--- src/rtl/bsg_tag_pkg.sv ---
// Shared types and default sizing for the bsg_tag transmit path.
package bsg_tag_pkg;

  localparam int BSG_TAG_ELS               = 16;
  localparam int BSG_TAG_MAX_PAYLOAD_WIDTH = 8;
  localparam int BSG_TAG_RESET_ONES        = 32;
  localparam int BSG_TAG_GAP_ZEROS         = 2;

  localparam int BSG_TAG_LG_ELS = $clog2(BSG_TAG_ELS);
  localparam int BSG_TAG_LG_LEN = $clog2(BSG_TAG_MAX_PAYLOAD_WIDTH + 1);

  // Transmitter frame position; each non-idle state is one field of the frame.
  typedef enum logic [2:0] {
    TX_IDLE    = 3'd0,
    TX_MRESET  = 3'd1,
    TX_START   = 3'd2,
    TX_LEN     = 3'd3,
    TX_DNR     = 3'd4,
    TX_ID      = 3'd5,
    TX_PAYLOAD = 3'd6,
    TX_GAP     = 3'd7
  } bsg_tag_tx_state_e;

  // One tag command as seen at the handshake, sized for the default build.
  typedef struct packed {
    logic                                 master_reset;
    logic [BSG_TAG_LG_ELS-1:0]            nodeid;
    logic                                 data_not_reset;
    logic [BSG_TAG_LG_LEN-1:0]            len;
    logic [BSG_TAG_MAX_PAYLOAD_WIDTH-1:0] payload;
  } bsg_tag_tx_cmd_s;

  function automatic int bsg_tag_max(input int a, input int b);
    return (a > b) ? a : b;
  endfunction

endpackage

--- src/rtl/bsg_tag_packet_tx.sv ---
// Serializes tag commands onto the bsg_tag en/data pads, one bit per clock, LSB first.
module bsg_tag_packet_tx
  import bsg_tag_pkg::*;
#(
  parameter int els_p               = BSG_TAG_ELS,
  parameter int max_payload_width_p = BSG_TAG_MAX_PAYLOAD_WIDTH,
  parameter int reset_ones_p        = BSG_TAG_RESET_ONES,
  parameter int gap_zeros_p         = BSG_TAG_GAP_ZEROS,
  localparam int lg_els_lp          = $clog2(els_p),
  localparam int lg_len_lp          = $clog2(max_payload_width_p + 1)
) (
  input  logic                           clk_i,
  input  logic                           reset_i,
  input  logic                           v_i,
  input  logic                           master_reset_i,
  input  logic [lg_els_lp-1:0]           nodeid_i,
  input  logic                           data_not_reset_i,
  input  logic [lg_len_lp-1:0]           len_i,
  input  logic [max_payload_width_p-1:0] payload_i,
  output logic                           ready_o,
  output logic                           tag_en_o,
  output logic                           tag_data_o,
  output logic                           done_o
);

  // The single bit counter must reach the last index of the widest field.
  localparam int max_field_lp = bsg_tag_max(bsg_tag_max(reset_ones_p, max_payload_width_p),
                                            bsg_tag_max(gap_zeros_p,
                                                        bsg_tag_max(lg_len_lp, lg_els_lp)));
  localparam int ctr_w_lp = (max_field_lp > 1) ? $clog2(max_field_lp) : 1;

  typedef logic [ctr_w_lp-1:0]  ctr_t;
  typedef logic [lg_len_lp-1:0] len_t;

  localparam ctr_t len_last_lp    = ctr_t'(lg_len_lp - 1);
  localparam ctr_t id_last_lp     = ctr_t'(lg_els_lp - 1);
  localparam ctr_t gap_last_lp    = ctr_t'(gap_zeros_p - 1);
  localparam ctr_t mreset_last_lp = ctr_t'(reset_ones_p - 1);
  localparam len_t len_max_lp     = len_t'(max_payload_width_p);

  bsg_tag_tx_state_e state_q, state_n;
  ctr_t              cnt_q, cnt_n;
  ctr_t              pay_last;

  len_t                           len_q, len_n;
  len_t                           len_sr_q, len_sr_n;
  logic                           dnr_q, dnr_n;
  logic [lg_els_lp-1:0]           id_sr_q, id_sr_n;
  logic [max_payload_width_p-1:0] pay_sr_q, pay_sr_n;

  logic data_n, en_n, done_n, ready_n;
  len_t len_clamped;

  // Oversized lengths are illegal; the hardware sends max_payload_width_p bits instead.
  assign len_clamped = (len_i > len_max_lp) ? len_max_lp : len_i;
  assign pay_last    = ctr_t'(len_q) - ctr_t'(1);

  // Next-state, field shifting and the next values of the registered pad outputs.
  always_comb begin
    state_n  = state_q;
    cnt_n    = cnt_q + ctr_t'(1);
    len_n    = len_q;
    len_sr_n = len_sr_q;
    dnr_n    = dnr_q;
    id_sr_n  = id_sr_q;
    pay_sr_n = pay_sr_q;
    data_n   = 1'b0;
    en_n     = 1'b0;
    done_n   = 1'b0;
    ready_n  = 1'b0;

    unique case (state_q)
      TX_IDLE: begin
        cnt_n = '0;
        if (v_i && ready_o) begin
          state_n  = master_reset_i ? TX_MRESET : TX_START;
          len_n    = len_clamped;
          len_sr_n = len_clamped;
          dnr_n    = data_not_reset_i;
          id_sr_n  = nodeid_i;
          pay_sr_n = payload_i;
        end
      end
      TX_MRESET: begin
        if (cnt_q == mreset_last_lp) begin
          state_n = TX_GAP;
          cnt_n   = '0;
        end
      end
      TX_START: begin
        state_n = TX_LEN;
        cnt_n   = '0;
      end
      TX_LEN: begin
        len_sr_n = len_sr_q >> 1;
        if (cnt_q == len_last_lp) begin
          state_n = TX_DNR;
          cnt_n   = '0;
        end
      end
      TX_DNR: begin
        state_n = TX_ID;
        cnt_n   = '0;
      end
      TX_ID: begin
        id_sr_n = id_sr_q >> 1;
        if (cnt_q == id_last_lp) begin
          state_n = (len_q != '0) ? TX_PAYLOAD : TX_GAP;
          cnt_n   = '0;
        end
      end
      TX_PAYLOAD: begin
        pay_sr_n = pay_sr_q >> 1;
        if (cnt_q == pay_last) begin
          state_n = TX_GAP;
          cnt_n   = '0;
        end
      end
      TX_GAP: begin
        if (cnt_q == gap_last_lp) begin
          state_n = TX_IDLE;
          cnt_n   = '0;
        end
      end
      default: begin
        state_n = TX_IDLE;
        cnt_n   = '0;
      end
    endcase

    unique case (state_n)
      TX_START,
      TX_MRESET:  data_n = 1'b1;
      TX_LEN:     data_n = len_sr_n[0];
      TX_DNR:     data_n = dnr_n;
      TX_ID:      data_n = id_sr_n[0];
      TX_PAYLOAD: data_n = pay_sr_n[0];
      default:    data_n = 1'b0;
    endcase

    en_n    = (state_n != TX_IDLE) && (state_n != TX_GAP);
    done_n  = (state_n == TX_GAP) && (cnt_n == gap_last_lp);
    ready_n = (state_n == TX_IDLE);
  end

  // State, bit counter and latched command fields.
  always_ff @(posedge clk_i or posedge reset_i) begin
    if (reset_i) begin
      state_q  <= TX_IDLE;
      cnt_q    <= '0;
      len_q    <= '0;
      len_sr_q <= '0;
      dnr_q    <= 1'b0;
      id_sr_q  <= '0;
      pay_sr_q <= '0;
    end else begin
      state_q  <= state_n;
      cnt_q    <= cnt_n;
      len_q    <= len_n;
      len_sr_q <= len_sr_n;
      dnr_q    <= dnr_n;
      id_sr_q  <= id_sr_n;
      pay_sr_q <= pay_sr_n;
    end
  end

  // Pad and handshake outputs come straight from flops so the chip sees clean edges.
  always_ff @(posedge clk_i or posedge reset_i) begin
    if (reset_i) begin
      tag_data_o <= 1'b0;
      tag_en_o   <= 1'b0;
      done_o     <= 1'b0;
      ready_o    <= 1'b0;
    end else begin
      tag_data_o <= data_n;
      tag_en_o   <= en_n;
      done_o     <= done_n;
      ready_o    <= ready_n;
    end
  end

  // A packet command must never carry more payload bits than the field can hold.
  len_in_range_a : assert property (@(posedge clk_i) disable iff (reset_i)
    (v_i && ready_o && !master_reset_i) |-> (len_i <= len_max_lp));

endmodule

--- config.mk ---
export PLATFORM = sky130hd
export DESIGN_NAME = bsg_tag_packet_tx
export DESIGN_NICKNAME = d
export VERILOG_FILES = /design/src/rtl/bsg_tag_pkg.sv /design/src/rtl/bsg_tag_packet_tx.sv
export SDC_FILE = /design/constraint.sdc
export NUM_CORES = 1
export LEC_CHECK = 0
export ABC_AREA = 0
export CAP_MARGIN = 20
export CORE_ASPECT_RATIO = 0.8
export CORE_MARGIN = 3
export CORE_UTILIZATION = 50
export CTS_BUF_LIST = sky130_fd_sc_hd__clkbuf_4
export DETAILED_ROUTE_END_ITERATION = 6
export GPL_ROUTABILITY_DRIVEN = 0
export PLACE_DENSITY_LB_ADDON = 0.1
export REMOVE_ABC_BUFFERS = 1
export SYNTH_ARGS = -nofsm -noshare
export SYNTH_HDL_FRONTEND = slang
export SYNTH_SLANG_ARGS = --single-unit
--- constraint.sdc ---
create_clock -name clk_i -period 1.9 [get_ports clk_i]
set_input_delay 0.19 -clock clk_i [delete_from_list [all_inputs] [get_ports clk_i]]
set_output_delay 0.19 -clock clk_i [all_outputs]
set_load 0.03 [all_outputs]
==> results.yml, run 1 <==
status:
  violations: "negative setup slack"
  outcome: "complete, but fails checks"
worst_setup_path:
  cp_cell_sequence: "buf_4, or4b_4, nand2_4, a41oi_4, buf_6, o31a_1, a211oi_2"
  r2r_cells: 7
  reg2reg_from: "cnt_q[2]"
  r2r-end: "tag_data_o"
  startpoint_type: "flop"
  cpMaxStageDelayCell: "or4b_4"
  endpoint_kind: "flop"
  required_ns: 2.14
  critPathMaxFanout: 5
  arrival_ns: 2.39
  regToRegSetupSlack_ns: -0.24
  crit_type: "reg2reg"
  critical_path.max_stage_delay_ns: 0.52
cts:
  path_clk_slew_ns: 0.10
  cts_buffers: 5
  clockRootBuffer: "clkbuf_4"
  cts_sinks: 33
  clockBufferDepth: 2
  hold_buffers: 0
  clk_latency_ns: 0.32
  cts_tree: "built"
  h-tree-depth: 2
routing:
  route.detailed.drc: 0
  wl_per_cell_um: 15.3
  num_vias: 1525
  ant_nets: 0
  drt_iter0_drc: 134
  first_pass_iters: 4
  avgViaCountPerCell: 5.45
  totalWireLength_um: 4300
die:
  num_rows: 18
  die_w_um: 72.7
  die_y_um: 59.4
  floorplan.initialDensity_pct: 54.9
  core-area_sq_mm: 0.00324
  die-area_sq_mm: 0.00432
  io_pins: 25
timing:
  rsz0062_at_grt: "yes"
  drv_slew: 0
  max_slew_margin_pct: 70.8
  worst_pin_slew_ns: 0.435
  setup_ws_ns: -0.245
  fin_crit_sh_pct: 113
  setup_viol: 9
  max_freq_mhz: 466
  finalClockSkew_ns: 0.0107
  finalCriticalPeriod_ns: 2.14
  hold_viol: 0
global_route:
  grt_pass1_vias: 1539
  overflow: 0
  antenna_found_initial: 0
  grt_pass1_wl_um: 7160
  grt_max_degree: 34
  track_usage_pct: 21.7
placement:
  post_dp_cell_area_sq_mm: 0.00222
  numPortBuffers: 24
  pre_cts_ws_ns: -0.229
  dp_hpwl_um: 3100
synth:
  synth-edff-count: 0
  yosysTopAreaCell: "dfrtp_1"
  synth_area_leaders: "dfrtp_1, nand2_1, a22oi_1"
  synth_seq_cells: 33
  synthFlopType: "dfrtp_1"
  netlist_instances: 175
  syn_avg_cell_area_sq_um: 10.2
  yosysUniqueCellTypes: 53
  syn_area_sq_mm: 0.00178
  async_flop_share_pct: 100
  synth_seq_area_share_pct: 46.3
  ys_warn_count: 0
  synth_top_area_share_pct: 46.3
cells_and_area:
  area_growth_pct: 40.3
  final_nets: 264
  num_antenna_cells: 0
  stdcell_area_sq_mm: 0.00250
  drive_above_1_share_pct: 33.3
  layout_commonest_cell: "buf_4"
  postLayoutCoreUtil_pct: 77.1
  mostFrequentLayoutCells: "buf_4, nand2_1, dfrtp_1"
pwr:
  p_leak_uw: 0.00116
  power_density_mw_per_mm2: 1520
  peakVddDrop_v: 0.000878
worst_hold_path:
  min_path_type: "in2async"
run:
  max-cap-violations: 0
## Yosys cell counts (2+ instances only)
master / n
buf_4: 3
nor2b_1: 2
a31oi_1: 2
nor3b_1: 2
a21oi_1: 2
buf_6: 2
mux2i_1: 2
nand3_1: 7
xnor2_1: 5
o21ai_0: 6
and2_1: 2
a22oi_1: 12
and3_1: 2
xor2_1: 2
ha_1: 4
inv_1: 6
dfrtp_1: 33
nand2_1: 33
nor2_1: 10
nor3_1: 4
nor3_2: 2
## sequential cells by signal, indices dropped and copies added (netlist names)
signal	cells
pay_sr_q	8
cnt_q	5
id_sr_q	4
len_q	4
len_sr_q	4
state_q	3
dnr_q	1
done_o	1
ready_o	1
tag_data_o	1
tag_en_o	1
## metal layers
layer  vias up  global-route usage (%)  routed length (um)
met3         4                    5.42                 209
met5         -                       0                   0
met1       728                    29.2                2070
met2        38                    35.5                1990
li1        755                       -                   -
met4         0                    5.00                  27
## worst max path at each step
stage,start,end
after floorplan,state_q[1],tag_data_o
after global placement,len_q[0],done_o
after detailed placement,len_q[0],done_o
after CTS,cnt_q[1],tag_data_o
after global routing,len_q[0],done_o
final,cnt_q[2],tag_data_o
## stage by stage
stage / std cells / power [uW] / TNS [ns] / hold WS (ns)
after global placement: 259 / 2730 / -0.729 / 0.454
after CTS: 270 / 3430 / -0.799 / 0.243
after floorplan: 168 / 2170 / -0.300 / 0.307
after global routing: 280 / 4070 / -1.95 / 0.275
final: 280 / 3800 / -1.26 / 0.233
after detailed placement: 259 / 2810 / -1.26 / 0.457
## timing repair
item / CTS / global route
buffers inserted: 3 / 10
resized for setup: 8 / 17
pin swaps: 7 / 7
endpoints found under the setup margin: 9 / 9
## layout make-up
cell class	instances	area (sq um)
Inverter	7	26.3
Clock inverter	2	33.8
Fill cell	205	743
Timing Repair Buffer	64	548
Multi-Input combinational cell	128	967
Tap cell	40	50.0
Clock buffer	6	45.0
Sequential cell	33	830
## power by group
| part | switching, uW | internal, uW | total (uW) |
|---|---|---|---|
| clock | 235 | 288 | 524 |
| sequential | 184 | 932 | 1120 |
| combinational | 1080 | 1090 | 2160 |
| total | 1500 | 2310 | 3800 |
## worst max-delay path, delay by kind of cell, from the launching register on
family	cells	cell delay [ns]
AO/OA/AOI/OAI	3	0.65
AND/OR/NAND/NOR	2	0.62
flip-flops	1	0.47
buffers and inverters	2	0.33
## cell families after synthesis
| logic type | synth area share (%) |
|---|---|
| buffers and inverters | 4.49 |
| DFF | 46.3 |
| AOI/OAI and AO/OA | 18.5 |
| muxes | 1.76 |
| and+or+nand+nor | 22.7 |
| adders and majority gates | 2.81 |
| xor gates and xnor gates | 3.44 |
No activity file was read; power rests on OpenSTA's default activity.
==> inputs of run 2 (changes only) <==
--- a/config.mk
+++ b/config.mk
@@ -8,7 +8,7 @@
 export ABC_AREA = 0
 export CAP_MARGIN = 20
 export CORE_ASPECT_RATIO = 0.8
-export CORE_MARGIN = 3
+export CORE_MARGIN = 5
 export CORE_UTILIZATION = 50
 export CTS_BUF_LIST = sky130_fd_sc_hd__clkbuf_4
 export DETAILED_ROUTE_END_ITERATION = 6
==> run 2 against run 1 <==
  * The run still ends with negative setup slack left
  * Flip-flop and latch count is the same
  * Sequential share of layout area rose by 0.32 points
  * Via count is 1.4% lower
  * Clock skew is 0.0044 ns lower
  * Critical path depth increased by 1
  * Maximum frequency is 4.0% higher
  * Hold slack worse by 0.017 ns
  * Non-clock buffer count fell by 6
  * Wire length fell by 3.3%
  * Largest cell class unchanged
==> results.yml, run 2 (synthesis results as in run 1) <==
status:
  outcome: "complete, but fails checks"
  violations: "negative setup slack"
worst_setup_path:
  arrival_ns: 2.29
  critPathMostFrequentCell: "buf_4"
  critical_path.max_stage_delay_ns: 0.48
  crit_family: "compound AO/OA/AOI/OAI gates"
  required_ns: 2.13
  startpoint_type: "flop"
  crit_buf_inv: 2
  crit_type: "reg2reg"
  endpoint_kind: "flop"
  critPathMaxFanout: 7
  cp_cell_sequence: "buf_4, xnor2_2, a221oi_4, o211ai_2, a41oi_4, buf_4, a211oi_1, a211oi_2"
  cpMaxStageDelayCell: "dfrtp_2"
cts:
  path_clk_slew_ns: 0.10
  cts_sinks: 33
  clk_latency_ns: 0.34
  h-tree-depth: 2
  cts_tree: "built"
  clockRootBuffer: "clkbuf_4"
  clockBufferDepth: 2
  cts_buffers: 5
cells_and_area:
  top_regs: "pay_sr_q: 8 flops, cnt_q: 5 flops"
  area_growth_pct: 38.6
  drive_above_1_share_pct: 32.9
  num_antenna_cells: 0
  final_nets: 258
  top_register: "pay_sr_q"
  stdcell_area_sq_mm: 0.00247
  layout_commonest_cell: "buf_4"
  fillCellCount: 255
  mostFrequentLayoutCells: "buf_4, nand2_1, dfrtp_1"
  largest_reg_flops: 8
global_route:
  grt_pass1_wl_um: 7280
  grt_max_degree: 34
  track_usage_pct: 18.7
  overflow: 0
  grt_pass1_vias: 1554
  antenna_found_initial: 0
routing:
  wl_per_cell_um: 15.1
  totalWireLength_um: 4150
  ant_nets: 0
  route.detailed.drc: 0
  first_pass_iters: 4
  drt_iter0_drc: 67
  avgViaCountPerCell: 5.45
  num_vias: 1504
die:
  io_pins: 25
  die_y_um: 63.4
  die-area_sq_mm: 0.00486
  floorplan.initialDensity_pct: 52.0
  die_w_um: 76.7
  core-area_sq_mm: 0.00342
  num_rows: 19
placement:
  dp_hpwl_um: 3060
  post_dp_cell_area_sq_mm: 0.00224
  numPortBuffers: 24
pwr:
  power_density_mw_per_mm2: 1440
  p_leak_uw: 0.00114
  peakVddDrop_v: 0.000762
timing:
  max_freq_mhz: 485
  fin_setup_tns_ns: -0.322
  setup_viol: 3
  rsz0062_at_grt: "yes"
  finalCriticalPeriod_ns: 2.06
  max_slew_margin_pct: 72.1
  hold_viol: 0
  drv_slew: 0
  finalClockSkew_ns: 0.00628
  setup_ws_ns: -0.162
  worst_pin_slew_ns: 0.418
  fin_crit_sh_pct: 109
worst_hold_path:
  min_path_type: "in2async"
run:
  max-cap-violations: 0
-- run 2: cell count changes in the layout (fill, tap and decap cells not counted), sizes merged --
cell	previous run	this run
bufinv	1	0
clkinv	1	2
buf	40	34
-- run 2: power breakdown --
part	total [uW]	switching (uW)	internal, uW
clock	394	239	155
sequential	1100	173	929
combinational	2070	1060	1010
total	3570	1470	2100
-- run 2: metal layers --
layer / share of wire [%] / wire length (um) / vias to the layer above / GRT usage, %
met5: 0 / 0 / - / 0
met4: 2.0 / 82 / 0 / 8.30
met3: 6.0 / 250 / 7 / 4.84
met2: 48 / 1980 / 39 / 29.2
met1: 44 / 1840 / 712 / 24.3
li1: - / - / 746 / -
-- run 2: timing repair --
item / CTS / global route
resized for setup: 15 / 12
pin swaps: 10 / 0
buffers inserted: 3 / 3
setup endpoints to repair: 10 / 9
hold buffers: 0 / 0
-- run 2: area by class of cell --
class	instances	area (sq um)	share of cell area, %
inverters	7	28.8	1.17
flip-flops and latches	33	827	33.5
repair buffers	58	495	20.1
clock buffers	6	45.0	1.82
multi-input cells	128	1010	40.9
clock inverters	2	10.0	0.405
well taps	42	52.6	2.13
-- run 2: per-stage QoR --
| stage | util [%] | total power (uW) | cells | hold slack (ns) | worst slack [ns] |
|---|---|---|---|---|---|
| floorplan | - | 2170 | 168 | 0.307 | -0.184 |
| global placement | 65.4 | 2760 | 263 | 0.454 | -0.135 |
| detailed placement | 65.4 | 2840 | 263 | 0.463 | -0.231 |
| CTS | 70.0 | 3420 | 274 | 0.230 | -0.126 |
| global route | 72.1 | 3830 | 276 | 0.260 | -0.257 |
| finish | 72.1 | 3570 | 276 | 0.217 | -0.162 |
-- run 2: worst register-to-register path, cell delays in order, from the launching register on --
cell	delay, ns
dfrtp_2	0.48
buf_4	0.18
xnor2_2	0.19
a221oi_4	0.09
o211ai_2	0.28
a41oi_4	0.22
buf_4	0.19
a211oi_1	0.26
a211oi_2	0.06
-- run 2: worst paths after layout --
| check | cells after the start | slack [ns] | to | from |
|---|---|---|---|---|
| setup / recovery | 8 | -0.16 | tag_data_o | cnt_q[2] |
| hold / removal | 3 | 0.22 | pay_sr_q[3] | reset_i |
| setup reg to reg | 8 | -0.16 | tag_data_o | cnt_q[2] |
| hold reg to reg | 2 | 0.48 | id_sr_q[2] | id_sr_q[2] |
| max in group asynchronous | 3 | 1.35 | cnt_q[2] | reset_i |
| min in group clk_i | 3 | 0.39 | len_q[2] | len_i[2] |
==> inputs of run 3 (changes only) <==
==> constraint.sdc (replaced) <==
create_clock -name clk_i -period 2.44 [get_ports clk_i]
set_input_delay 0.244 -clock clk_i [delete_from_list [all_inputs] [get_ports clk_i]]
set_output_delay 0.244 -clock clk_i [all_outputs]
set_load 0.03 [all_outputs]
==> run 3 against run 2 <==
  * The flow now finishes without violations
  * Via count shrank 7.7%
  * Wire length shrank 11%
  * Non-clock buffer count shrank 29
  * Maximum frequency shrank 9.6%
  * Sequential share of layout area grew 5.7 points
  * Clock power shrank 29%
  * Clock skew grew 0.0015 ns
  * Global-route usage shrank 2.2 points
  * Final cell count shrank 11%
  * Utilization shrank 10 points
  * First-iteration DRC count grew 33%
  * Critical endpoint unchanged
==> results.yml, run 3 (synthesis results as in run 1) <==
status:
  outcome: "complete, no violations"
routing:
  num_vias: 1388
  avgViaCountPerCell: 5.62
  first_pass_iters: 6
  wl_per_cell_um: 14.9
  drt_iter0_drc: 89
  ant_nets: 0
  route.detailed.drc: 0
  totalWireLength_um: 3680
cells_and_area:
  final_nets: 229
  drive_above_1_share_pct: 14.6
  top_regs: "pay_sr_q: 8 flops, cnt_q: 5 flops"
  fillCellCount: 302
  register_area_sq_um: 827
  largest_reg_flops: 8
  area_growth_pct: 18.5
  layout_commonest_cell: "nand2_1"
  top_register: "pay_sr_q"
  fin_cells: 247
  postLayoutCoreUtil_pct: 61.7
  num_antenna_cells: 0
  multi_input_area_sq_um: 878
  mostFrequentLayoutCells: "nand2_1, dfrtp_1, clkdlybuf4s50_1"
timing:
  max_freq_mhz: 439
  worst_pin_slew_ns: 0.531
  hold-worst-slack_ns: 0.292
  max_slew_margin_pct: 64.6
  finalCriticalPeriod_ns: 2.28
  fin_crit_sh_pct: 93.4
  fin_setup_tns_ns: 0
  hold_viol: 0
  finalClockSkew_ns: 0.00774
  rsz0062_at_grt: "no"
  drv_slew: 0
  setup_viol: 0
cts:
  cts_buffers: 5
  clk_latency_ns: 0.33
  cts_tree: "built"
  cts_setup_buffers: 0
  hold_buffers: 0
  clockRootBuffer: "clkbuf_4"
  post_cts_resized: 0
  h-tree-depth: 2
  path_clk_slew_ns: 0.10
  clockBufferDepth: 2
  cts_sinks: 33
die:
  die_w_um: 76.7
  floorplan.initialDensity_pct: 52.0
  io_pins: 25
  die_y_um: 63.4
  die-area_sq_mm: 0.00486
  core-area_sq_mm: 0.00342
  num_rows: 19
global_route:
  grt_pass1_wl_um: 6510
  grt_max_degree: 34
  track_usage_pct: 16.5
  grt_pass1_vias: 1429
  antenna_found_initial: 0
  overflow: 0
pwr:
  power_density_mw_per_mm2: 1070
  total_power_uw: 2250
  peakVddDrop_v: 0.000468
  p_leak_uw: 0.000963
worst_setup_path:
  endpoint_kind: "flop"
  arrival_ns: 2.52
  required_ns: 2.68
  critPathMaxFanout: 6
  crit_type: "reg2reg"
  startpoint_type: "flop"
placement:
  dp_hpwl_um: 2800
  numPortBuffers: 24
  placedCellCount: 239
run:
  max-cap-violations: 0
worst_hold_path:
  min_path_type: "in2async"
## run 3: cell types whose count changed in the layout (fill, tap and decap cells not counted), sizes merged
cell | previous run | this run
buf | 34 | 5
clkbuf | 6 | 5
clkinv | 2 | 3
## run 3: power by group
| group | switching, uW | total, uW | internal, uW |
|---|---|---|---|
| clock | 176 | 280 | 104 |
| combinational | 566 | 1040 | 470 |
| sequential | 213 | 935 | 722 |
## run 3: cell type report
cell class | instances | share of cell area (%)
repair buffers | 29 | 13.2
multi-input cells | 128 | 41.6
flip-flops and latches | 33 | 39.2
well taps | 42 | 2.49
inverters | 7 | 1.24
clock buffers | 5 | 1.78
clock inverters | 3 | 0.592
## run 3: final timing paths
path	slack (ns)	startpoint	to	depth (start not counted)
setup / recovery	0.16	cnt_q[0]	tag_data_o	8
hold / removal	0.29	reset_i	len_sr_q[2]	3
setup reg to reg	0.16	cnt_q[0]	tag_data_o	8
hold reg to reg	0.47	pay_sr_q[1]	pay_sr_q[1]	2
max in group asynchronous	1.83	reset_i	cnt_q[0]	3
min in group clk_i	0.47	nodeid_i[3]	id_sr_q[3]	3
## run 3: through the flow
step | cell area (sq um) | setup WS [ns]
after floorplan | 1730 | 0.356
after global routing | 2110 | 0.0413
after detailed placement | 2060 | 0.122
after CTS | 2110 | 0.0988
final | 2110 | 0.160
after global placement | 2060 | 0.214
## run 3: per-layer routing
metal  track usage (%)  wire [um]
met5                 0          0
met1              22.0       1740
met2              24.6       1700
met3              5.70        205
met4              6.33         36
## run 3: critical path, cell delays in order (launching register included)
cell and delay, ns:
dfrtp_2 0.45, ha_1 0.22, and3_2 0.19, ha_1 0.16
nor4bb_1 0.29, o21bai_1 0.28, nor2_4 0.05, o31a_1 0.31
a211oi_2 0.23
